**src/rtl/ifu_fetch_pkg.sv**
```systemverilog
// Shared definitions for the instruction fetch stage: FSM encodings,
// reset PC default and the nop substituted for faulting fetches.
package ifu_fetch_pkg;

  typedef enum logic [2:0] {
    IFU_IDLE = 3'd0,
    IFU_REQ  = 3'd1,
    IFU_WAIT = 3'd2,
    IFU_HOLD = 3'd3,
    IFU_HALT = 3'd4
  } ifu_state_e;

  localparam logic [31:0] IFU_RESET_PC = 32'h8000_0000;
  localparam logic [31:0] NOP_INST     = 32'h0000_0013;

endpackage

```
**src/rtl/ifu_perf_cnt.sv**
```systemverilog
// Free-running 64-bit event counter: increments when i_en is high, wraps at 2^W.
module ifu_perf_cnt #(
  parameter int W = 64
) (
  input  logic         clk,
  input  logic         rst,
  input  logic         i_en,
  output logic [W-1:0] o_cnt
);

  logic [W-1:0] r_cnt;

  always_ff @(posedge clk or negedge rst) begin
    if (!rst) begin
      r_cnt <= '0;
    end else if (i_en) begin
      r_cnt <= r_cnt + W'(1);
    end
  end

  assign o_cnt = r_cnt;

endmodule

```
**src/rtl/ifu_fetch.sv**
```systemverilog
// Instruction fetch stage: owns the PC, issues one memory read at a time and
// holds the result for the decoder. Macro IFU_PERF_EN adds fetch/stall counters.
module ifu_fetch
  import ifu_fetch_pkg::*;
#(
  parameter logic [31:0] RESET_PC = IFU_RESET_PC,
  parameter int          XLEN     = 32
) (
  input  logic            clk,
  input  logic            rst,
  output logic            req_valid,
  output logic [XLEN-1:0] req_addr,
  input  logic            req_ready,
  input  logic            resp_valid,
  input  logic [XLEN-1:0] resp_data,
  input  logic            resp_err,
  output logic            out_valid,
  input  logic            out_ready,
  output logic [XLEN-1:0] inst,
  output logic [XLEN-1:0] pc,
  output logic            fault,
  input  logic            redirect_valid,
  input  logic [XLEN-1:0] redirect_pc,
  input  logic            halt,
`ifdef IFU_PERF_EN
  output logic [63:0]     perf_fetch_cnt,
  output logic [63:0]     perf_stall_cnt,
`endif
  output logic            halted
);

  ifu_state_e      r_state, w_state_next;
  logic [XLEN-1:0] r_pc, w_pc_next, r_req_addr, r_inst, r_out_pc, w_redir_pc;
  logic            r_fault, r_drop, w_drop_next, r_halt_pend;
  logic            w_go_req, w_halt_any, w_resp_keep;

  assign w_redir_pc  = redirect_pc & ~XLEN'(3);
  assign w_halt_any  = r_halt_pend | halt;
  assign w_resp_keep = (r_state == IFU_WAIT) && resp_valid && !r_drop && !redirect_valid;

  always_ff @(posedge clk or negedge rst) begin
    if (!rst) begin
      r_state     <= IFU_IDLE;
      r_pc        <= RESET_PC;
      r_req_addr  <= RESET_PC;
      r_drop      <= 1'b0;
      r_halt_pend <= 1'b0;
    end else begin
      r_state <= w_state_next;
      r_pc    <= w_pc_next;
      r_drop  <= w_drop_next;
      if (halt) begin
        r_halt_pend <= 1'b1;
      end
      // req_addr only moves on REQ entry, so it stays put while the request is pending
      if ((w_state_next == IFU_REQ) && (r_state != IFU_REQ)) begin
        r_req_addr <= w_pc_next;
      end
    end
  end

  always_comb begin
    w_state_next = r_state;
    w_pc_next    = r_pc;
    w_drop_next  = r_drop;
    w_go_req     = 1'b0;
    case (r_state)
      IFU_IDLE: begin
        w_go_req = 1'b1;
        if (redirect_valid) w_pc_next = w_redir_pc;
      end
      IFU_REQ: begin
        if (redirect_valid) begin
          w_pc_next   = w_redir_pc;
          w_drop_next = 1'b1;
        end
        if (req_ready) w_state_next = IFU_WAIT;
      end
      IFU_WAIT: begin
        if (resp_valid) begin
          w_drop_next = 1'b0;
          if (w_resp_keep) begin
            w_pc_next    = r_req_addr + XLEN'(4);
            w_state_next = IFU_HOLD;
          end else begin
            w_go_req = 1'b1;
            if (redirect_valid) w_pc_next = w_redir_pc;
          end
        end else if (redirect_valid) begin
          w_pc_next   = w_redir_pc;
          w_drop_next = 1'b1;
        end
      end
      IFU_HOLD: begin
        if (redirect_valid) w_pc_next = w_redir_pc;
        if (out_ready || redirect_valid) w_go_req = 1'b1;
      end
      IFU_HALT: w_state_next = IFU_HALT;
      default:  w_state_next = IFU_IDLE;
    endcase
    // a pending halt diverts every would-be REQ entry
    if (w_go_req) w_state_next = w_halt_any ? IFU_HALT : IFU_REQ;
  end

  always_comb begin
    req_valid = (r_state == IFU_REQ);
    out_valid = (r_state == IFU_HOLD);
    halted    = (r_state == IFU_HALT);
  end

  always_ff @(posedge clk or negedge rst) begin
    if (!rst) begin
      r_inst   <= NOP_INST;
      r_out_pc <= RESET_PC;
      r_fault  <= 1'b0;
    end else if (w_resp_keep) begin
      r_inst   <= resp_err ? NOP_INST : resp_data;
      r_out_pc <= r_req_addr;
      r_fault  <= resp_err;
    end
  end

  assign req_addr = r_req_addr;
  assign inst     = r_inst;
  assign pc       = r_out_pc;
  assign fault    = r_fault;

`ifdef IFU_PERF_EN
  logic w_fetch_fire, w_stall;
  assign w_fetch_fire = out_valid & out_ready;
  assign w_stall      = (r_state == IFU_REQ) || (r_state == IFU_WAIT);

  ifu_perf_cnt #(.W(64)) u_fetch_cnt (
    .clk   (clk),
    .rst   (rst),
    .i_en  (w_fetch_fire),
    .o_cnt (perf_fetch_cnt)
  );

  ifu_perf_cnt #(.W(64)) u_stall_cnt (
    .clk   (clk),
    .rst   (rst),
    .i_en  (w_stall),
    .o_cnt (perf_stall_cnt)
  );
`else
  // counters absent: fetch behaviour is unchanged
`endif

endmodule

```
**config.mk**
```make
export PLATFORM = sky130hd
export DESIGN_NAME = ifu_fetch
export DESIGN_NICKNAME = d
export VERILOG_FILES = /design/src/rtl/ifu_fetch_pkg.sv /design/src/rtl/ifu_perf_cnt.sv /design/src/rtl/ifu_fetch.sv
export SDC_FILE = /design/constraint.sdc
export NUM_CORES = 1
export LEC_CHECK = 0
export ABC_AREA = 0
export BUFFER_PORTS_ARGS = -buffer_cell sky130_fd_sc_hd__buf_2
export CORE_MARGIN = 2
export CORE_UTILIZATION = 41
export CTS_CLUSTER_SIZE = 12
export DETAILED_ROUTE_END_ITERATION = 8
export PLACE_DENSITY = 0.7
export REMOVE_ABC_BUFFERS = 1
export SLEW_MARGIN = 25
export SYNTH_ARGS = -nofsm -noshare
export SYNTH_HDL_FRONTEND = slang
export SYNTH_HIERARCHICAL = 1
export SYNTH_SLANG_ARGS = --single-unit
```
**constraint.sdc**
```tcl
create_clock -name clk -period 2.8 [get_ports clk]
set_input_delay 0.56 -clock clk [delete_from_list [all_inputs] [get_ports clk]]
set_output_delay 0.56 -clock clk [all_outputs]
set_load 0.005 [all_outputs]
```
### Yosys cells after proc, flatten, opt, wreduce, memory -nomap -nowiden

Cells that the tools add are included.
Widths: inputs -> output; s select.

| storage, ports and cells | value |
|---|---|
| register bits after elaboration | 134 |
| bits in latches | 0 |
| bits in writable memories | 0 |
| bits in read-only memories | 0 |
| bits of input ports | 72 |
| output and inout bits | 100 |
| memories | 0 |

| cells by class | value |
|---|---|
| add/subtract/negate cells | 1 |
| $mul | 0 |
| div/mod/pow operators | 0 |
| $lt $le $gt $ge | 0 |
| equal/unequal tests | 6 |
| shifts and indexed selects | 0 |
| muxes and demuxes | 18 |
| bitwise operators | 1 |
| reductions and logical operators | 11 |

Operators by type and width:

| operator | number |
|---|---|
| $mux 32 | 4 |
| $pmux 32 s2 | 1 |
| $add 32x3->32 const B | 1 |
| $mux 3 | 5 |
| $pmux 3 s4 | 1 |
| $eq 3x1->1 const B | 2 |
| $eq 3x2->1 const B | 2 |
| $mux 1 | 5 |
| $logic_and 1x1->1 | 4 |
| $eq 3x3->1 const B | 1 |
| $logic_not 3->1 | 1 |
| $ne 3x1->1 const B | 1 |
| $pmux 1 s3 | 1 |
| $reduce_or 3->1 | 1 |
| $logic_not 1->1 | 2 |
| $pmux 1 s2 | 1 |
| $reduce_bool 2->1 | 1 |
| $reduce_or 2->1 | 1 |
| $logic_or 1x1->1 | 1 |
| $or 1x1->1 | 1 |

### Depth between registers and ports, before layout

Gate-level depths: netlist (run 1).

| depth | value |
|---|---|
| word-level depth | 10 |
| depth in mapped cells | 8 |
| depth with buffers taken out | 6 |

### Worst setup path after synthesis (run 1)

Ideal clock, no wire load.

| path | value |
|---|---|
| kind | input to register |
| from | in redirect_valid |
| to | reg r_req_addr[10] (netlist: req_addr[10]) |
| arrival | 1.889 ns |
| data required time | 2.675 ns |
| slack | 0.786 ns |
| stages on the path | 7 |
| path buffers | 3 |
| cells stage by stage | buf_6 -> o21ai_0 -> a221oi_1 -> and2_1 -> buf_4 -> buf_6 -> mux2_2 |

| on the way | value |
|---|---|
| word-level cells in the longest chain between the ends | 8 |

RTL lines:

| what | line | source |
|---|---|---|
| from (decl) | ifu_fetch.sv:22 | `input logic redirect_valid,` |
| $logic_not 1->1 | ifu_fetch.sv:39 | `assign w_resp_keep = (r_state == IFU_WAIT) && resp_valid && !r_drop && !redirect_valid;` |
| $logic_and 1x1->1 | ifu_fetch.sv:39 |  |
| $mux 3 or $mux 1 (tied branches) | ifu_fetch.sv:82 | `if (w_resp_keep) begin` |
| $mux 3 or $mux 1 (tied branches) | ifu_fetch.sv:80 | `if (resp_valid) begin` |
| $pmux 3 s4 or $pmux 1 s3 (tied branches) | ifu_fetch.sv:67 | `case (r_state)` |
| $mux 3 | ifu_fetch.sv:102 | `if (w_go_req) w_state_next = w_halt_any ? IFU_HALT : IFU_REQ;` |
| $eq 3x1->1 | ifu_fetch.sv:56 | `if ((w_state_next == IFU_REQ) && (r_state != IFU_REQ)) begin` |
| $logic_and 1x1->1 | ifu_fetch.sv:56 |  |
| to (signal assigned) | ifu_fetch.sv:57 | `r_req_addr <= w_pc_next;` |
| to (decl) | ifu_fetch.sv:33 | `logic [XLEN-1:0] r_pc, w_pc_next, r_req_addr, r_inst, r_out_pc, w_redir_pc;` |

Parallel ways exist; a longest one is shown, timed or not.
A chain may end at the register's enable or synchronous reset.

### Worst setup path in the final report (run 1)

| path | value |
|---|---|
| from | reg r_state[2] |
| to | out halted |

| on the way | value |
|---|---|
| word-level cells in the longest chain between the ends | 1 |

RTL lines:

| what | line | source |
|---|---|---|
| from (decl) | ifu_fetch.sv:32 | `ifu_state_e r_state, w_state_next;` |
| from (signal assigned) | ifu_fetch.sv:49 | `r_state <= w_state_next;` |
| $eq 3x3->1 | ifu_fetch.sv:108 | `halted = (r_state == IFU_HALT);` |
| to (decl) | ifu_fetch.sv:29 | `output logic halted` |

Every way passes these cells.

==> flow_summary.yaml, run 1 <==
run_status:
  status: "completed"
setup_path:
  path_buf_inv: 2
  critPathArrivalTime_ns: 1.79
  path_delay_family: "flip-flops"
  cp_slowest_cell: "dfrtp_1"
  endpoint_kind: "output port"
  slowest_delay_ns: 0.69
  cp.depth: 3
  crit_required_ns: 2.24
  ff2ff_path_depth: 5
  critPathKind: "reg2out"
  cp_max_fo: 15
  path_cells: "inv_1 > nor3_1 > buf_2"
  startpoint_type: "flop"
detailed_routing:
  initialDrtViolationCount: 366
  wl_per_cell_um: 16.7
  firstDrtPassIters: 4
  drc: 0
  wl_um: 16900
  drtAntennaViolNets: 0
  dr_total_vias: 5321
  drt-vias-per-instance: 5.25
logic_synthesis:
  synth.distinct_cells: 62
  synth_seq_area_share_pct: 54.2
  synthesis.area_sq_um: 6200
  synthCells: 651
  synth_edf_count: 0
  synth_top_cell_area_share_pct: 51.6
  synth-seq-cells: 134
  ys.warnings.count: 6
  synthTopCellsByArea: "dfrtp_1, nand2_1, nand3b_1"
  yosys.area.top_type: "dfrtp_1"
  async_flop_share_pct: 100
  ys.flop_type: "dfrtp_1"
  avgSynthCellArea_sq_um: 9.53
placed_design:
  post-place-ws_ns: 0.437
  dp_hpwl_um: 11500
  dp.cells: 981
  place_congestion: 0.831
  place_area_sq_um: 7270
  portBuffers: 169
cts:
  cts.repair.resized: 0
  cts_tree: "built"
  insertion_delay_ns: 0.42
  postCtsSetupBuffers: 0
  cts-root-buf: "clkbuf_16"
  cts_hold_buffers: 1
  clkSinkCount: 134
  cts_made_buffers: 17
  clockBufferDepth: 2
  path_clk_slew_ns: 0.06
  cts_max_level: 4
timing:
  fmax_ghz: 0.426
  slew_violations: 0
  period_minus_slack_ns: 2.35
  fin_worst_skew_ns: 0.0116
  finalSetupViolCount: 0
  hold_violations: 0
  fin_ws_ns: 0.454
  min_period_over_period_pct: 83.8
  maxSlewHeadroom_pct: 48.9
  fin_setup_tns_ns: 0
  worst_pin_slew_ns: 0.766
  rsz0062_at_grt: "false"
global_routing:
  grt_pass1_wl_um: 26900
  antenna_found_initial: 0
  grt-ovfl-total: 0
  grt_start_max_net_pins: 80
  grt_pass1_vias: 5139
  track_usage_pct: 21.3
die:
  die_h_um: 127
  coreArea_sq_um: 14600
  fp-row-count: 44
  dieArea_sq_um: 16100
  top_level_ports: 172
  initial_core_util_pct: 42.4
  fp.dieW_um: 127
power_and_ir_drop:
  leakagePower_nw: 4.14
  p_switching_mw: 1.55
  irDropWorstVdd_mv: 0.459
  power_density_nw_per_um2: 730
  swShare_pct: 27.0
  seq_power_share_pct: 42.8
  p_clk_share_pct: 40.5
  power_frac_comb_pct: 16.7
  power.internal_mw: 4.21
hold_path:
  min_path_cells: 3
  hold_path.class: "in2reg"
cells_and_area:
  final_cells: 1014
  final_cell_area_sq_um: 7890
  drive_above_1_share_pct: 28.7
  antenna_cells: 0
  fill_cells: 1366
  area_delta_synth_final_pct: 27.2
  fin_nets: 890
  utilization_pct: 53.9
run:
  drv_cap: 0
power groups by stage:
stage | registers (mW) | clock network (mW) | logic (mW)
2_1_floorplan | 2.43 | 0 | 0.587
3_3_place_gp | 2.48 | 0 | 0.934
3_5_place_dp | 2.49 | 0 | 0.960
4_1_cts | 2.46 | 2.38 | 0.967
5_1_grt | 2.50 | 2.47 | 1.08
6_report | 2.47 | 2.33 | 0.961
cell families after synthesis:
| logic type | count (synthesis) | synth area share (%) |
|---|---|---|
| AND/OR/NAND/NOR | 308 | 23.3 |
| flip-flops | 134 | 54.2 |
| AO/OA/AOI/OAI | 118 | 12.6 |
| buffers and inverters | 53 | 3.95 |
| XOR/XNOR | 19 | 2.68 |
| multiplexers | 18 | 3.15 |
| adder cells (fa/ha/maj) | 1 | 0.202 |
cell usage in the layout, fill, tap and decap left out, types with 7 or more instances in the layout:
master / synthesis / routed
a22oi_1: 21 / 21
clkbuf_16: 0 / 17
a21oi_1: 17 / 17
dfrtp_1: 128 / 128
o21ai_0: 33 / 33
and3_1: 7 / 7
nand4_1: 10 / 10
nor2_1: 31 / 31
xnor2_1: 8 / 8
nand2_1: 185 / 185
nand3b_1: 29 / 29
buf_2: 10 / 168
buf_4: 5 / 15
nand3_1: 9 / 9
inv_1: 11 / 11
mux2_2: 11 / 11
xor2_1: 11 / 11
nor3_1: 10 / 10
cell type report:
cell class              count  area [sq um]  area share, %
flip-flops and latches    134          3360           42.6
multi-input cells         464          2610           33.0
repair buffers            188          1030           13.1
clock buffers              24           472           5.98
well taps                 184           230           2.92
clock inverters             8           146           1.85
inverters                  12          45.0          0.571
cells in the mapped netlist (7+ instances only):
cell,n
and2_1,7
a21oi_1,17
dfrtp_1,128
nand4_1,10
a22oi_1,21
nor2_1,31
and3_1,7
mux2_2,11
nand3_1,9
inv_1,11
nor3_1,10
xor2_1,11
nand3b_1,29
o21ai_0,33
clkbuf_1,22
buf_2,10
nand2_1,185
xnor2_1,8
sequential cells by signal, summed over array words and instances, names as in the netlist:
| register | count |
|---|---|
| req_addr | 32 |
| inst | 32 |
| r_pc | 32 |
| r_drop | 1 |
| r_halt_pend | 1 |
| r_state | 3 |
| fault | 1 |
| pc | 32 |
final timing paths:
check | startpoint | end | slack [ns]
setup reg to reg | r_state[1]$_DFF_PN0_ | req_addr[10]$_DFFE_PN0P_ | 0.57
hold reg to reg | inst[0]$_DFFE_PN1P_ | inst[0]$_DFFE_PN1P_ | 0.45
min in group asynchronous | rst | req_addr[12]$_DFFE_PN0P_ | 0.53
max in group asynchronous | rst | pc[29]$_DFFE_PN0P_ | 1.49
setup / recovery | r_state[2]$_DFF_PN0_ | halted | 0.45
hold / removal | resp_data[0] | inst[0]$_DFFE_PN1P_ | 0.37
worst reg2reg max path, cell delays in order (launching register included):
cell	delay, ns
dfrtp_1	0.51
nor2b_1	0.50
nand2_4	0.25
o32a_1	0.40
o22a_1	0.21
mux2_2	0.26
stage by stage:
step | hold WS [ns] | power (mW)
after detailed placement | 0.388 | 3.45
after global placement | 0.386 | 3.41
after CTS | 0.353 | 5.81
after floorplan | 0.264 | 3.02
after global routing | 0.374 | 6.05
final | 0.366 | 5.76
per-layer routing:
metal | GRT usage [%] | up-vias | share of wire (%)
met5 | 0 | - | 0
met1 | 28.5 | 2547 | 45
met2 | 34.0 | 165 | 48
met4 | 8.99 | 0 | 2.6
li1 | - | 2578 | -
met3 | 4.36 | 31 | 4.6
No activity file was read; power rests on OpenSTA's default activity.
==> run 2: changes to the inputs <==
==> constraint.sdc (replaced) <==
create_clock -name clk -period 2.4 [get_ports clk]
set_input_delay 0.48 -clock clk [delete_from_list [all_inputs] [get_ports clk]]
set_output_delay 0.48 -clock clk [all_outputs]
set_load 0.005 [all_outputs]
==> flow_summary.yaml, run 2 (synthesis results as in run 1) <==
setup_path:
  cp_slowest_cell: "dfrtp_1"
  cp_max_fo: 15
  critPathLaunch: "r_state[2]$_DFF_PN0_"
  endpoint_kind: "output port"
  reg2reg_setup_slack_ns: 0.16
  critPathKind: "reg2out"
  critPathArrivalTime_ns: 1.77
  worstReg2RegStart: "r_state[1]$_DFF_PN0_"
  path_cells: "inv_1 > nor3_1 > buf_2"
  slowest_delay_ns: 0.69
  timing.rr.end: "r_pc[18]$_DFF_PN0_"
  ff2ff_path_depth: 6
  startpoint_type: "flop"
  crit_required_ns: 1.92
global_routing:
  grt-ovfl-total: 0
  grt_start_max_net_pins: 94
  grt_pass1_vias: 5049
  track_usage_pct: 21.4
  antenna_found_initial: 1
  grt_pass1_wl_um: 26900
timing:
  fin_setup_tns_ns: 0
  rsz0062_at_grt: "false"
  fmax_ghz: 0.445
  fin_worst_skew_ns: 0.00629
  worst_pin_slew_ns: 0.593
  fin_hold_ws_ns: 0.283
  slew_violations: 0
  finalSetupViolCount: 0
  maxSlewHeadroom_pct: 60.2
  hold_violations: 0
  min_period_over_period_pct: 93.7
  period_minus_slack_ns: 2.25
placed_design:
  dp.cells: 983
  dp_hpwl_um: 11400
  place_congestion: 0.834
  portBuffers: 169
power_and_ir_drop:
  irDropWorstVdd_mv: 0.538
  p_clk_share_pct: 38.5
  p_switching_mw: 1.81
  power.internal_mw: 4.69
  leakagePower_nw: 4.12
  seq_power_share_pct: 44.3
  power_density_nw_per_um2: 825
  swShare_pct: 27.8
  power_frac_comb_pct: 17.3
cts:
  cts.repair.resized: 0
  path_clk_slew_ns: 0.06
  insertion_delay_ns: 0.42
  clkSinkCount: 134
  cts-root-buf: "clkbuf_16"
  clockBufferDepth: 2
  cts_made_buffers: 17
  cts_max_level: 4
  cts_tree: "built"
detailed_routing:
  drtAntennaViolNets: 0
  drc: 0
  wl_per_cell_um: 16.6
  initialDrtViolationCount: 403
  wl_um: 16900
  dr_total_vias: 5402
  drt-vias-per-instance: 5.32
  firstDrtPassIters: 4
cells_and_area:
  fill_cells: 1379
  final_cells: 1016
  final_common_cell: "nand2_1"
  drive_above_1_share_pct: 28.9
  area_delta_synth_final_pct: 26.9
  fin_nets: 892
  mostFrequentLayoutCells: "nand2_1, buf_2, dfrtp_1"
hold_path:
  holdCritStartpoint: "resp_data[4]"
  min_path_cells: 3
  hold_path.class: "in2reg"
  whs_endpoint: "inst[4]$_DFFE_PN1P_"
die:
  initial_core_util_pct: 42.4
  top_level_ports: 172
  dieArea_sq_um: 16100
  coreArea_sq_um: 14600
  fp.dieW_um: 127
  die_h_um: 127
  fp-row-count: 44
run:
  drv_cap: 0
run_status:
  status: "completed"
run 2: cell types whose count changed in the layout (fill, tap and decap cells not counted), sizes merged:
| cell | before | now |
|---|---|---|
| clkbuf | 24 | 22 |
| clkinvlp | 1 | 3 |
| bufinv | 4 | 2 |
| buf | 187 | 189 |
| diode | 0 | 2 |
run 2: worst max-delay path: cells and delay by family (launching register included):
kind,cells,cell delay [ns]
flops,1,0.69
buf+inv,2,0.43
simple gates,1,0.23
run 2: through the flow:
step	instance area, sq um	util, %	setup WS, ns	power, mW
2_1_floorplan	6000	-	-0.510	3.52
3_3_place_gp	7290	49.8	0.254	3.97
3_5_place_dp	7290	49.8	0.186	4.01
4_1_cts	7870	53.7	0.144	6.54
5_1_grt	7870	53.8	0.0271	6.84
6_report	7870	53.8	0.151	6.49
run 2: power by group through the flow:
stage / Sequential [mW] / Combinational [mW] / Clock, mW
floorplan: 2.84 / 0.684 / 0
global placement: 2.89 / 1.09 / 0
detailed placement: 2.90 / 1.11 / 0
CTS: 2.87 / 1.12 / 2.55
global route: 2.91 / 1.25 / 2.67
finish: 2.87 / 1.12 / 2.50
run 2: routing by layer:
metal	global-route usage, %	wire length, um	part of all wire, %	vias up
met2	33.7	8150	48	150
li1	-	-	-	2591
met3	4.44	739	4.4	33
met4	9.24	463	2.7	0
met5	0	0	0	-
met1	28.9	7520	45	2628
run 2: cell type report:
cell class | count | area, sq um | area share [%]
timing repair buffer | 190 | 1060 | 13.5
antenna | 2 | 5.00 | 0.0636
tap | 184 | 230 | 2.92
clock inverter | 8 | 101 | 1.29
inverter | 12 | 45.0 | 0.572
clock buffer | 22 | 464 | 5.90
multi-input combinational | 464 | 2610 | 33.1
sequential | 134 | 3360 | 42.7
run 2: worst max-delay path by stage:
stage / endpoint / cells past startpoint
global placement: r_pc[18]$_DFF_PN0_ / 6
detailed placement: r_pc[18]$_DFF_PN0_ / 6
global route: halted / 3
CTS: halted / 3
finish: halted / 3
floorplan: req_addr[16]$_DFFE_PN0P_ / 5
run 2: timing repair:
item / 4_1_cts / 5_1_grt
hold buffers: 1 / 0
buffers inserted: 0 / 0
endpoints found under the hold margin: 35 / 0
endpoints found under the setup margin: 0 / 0
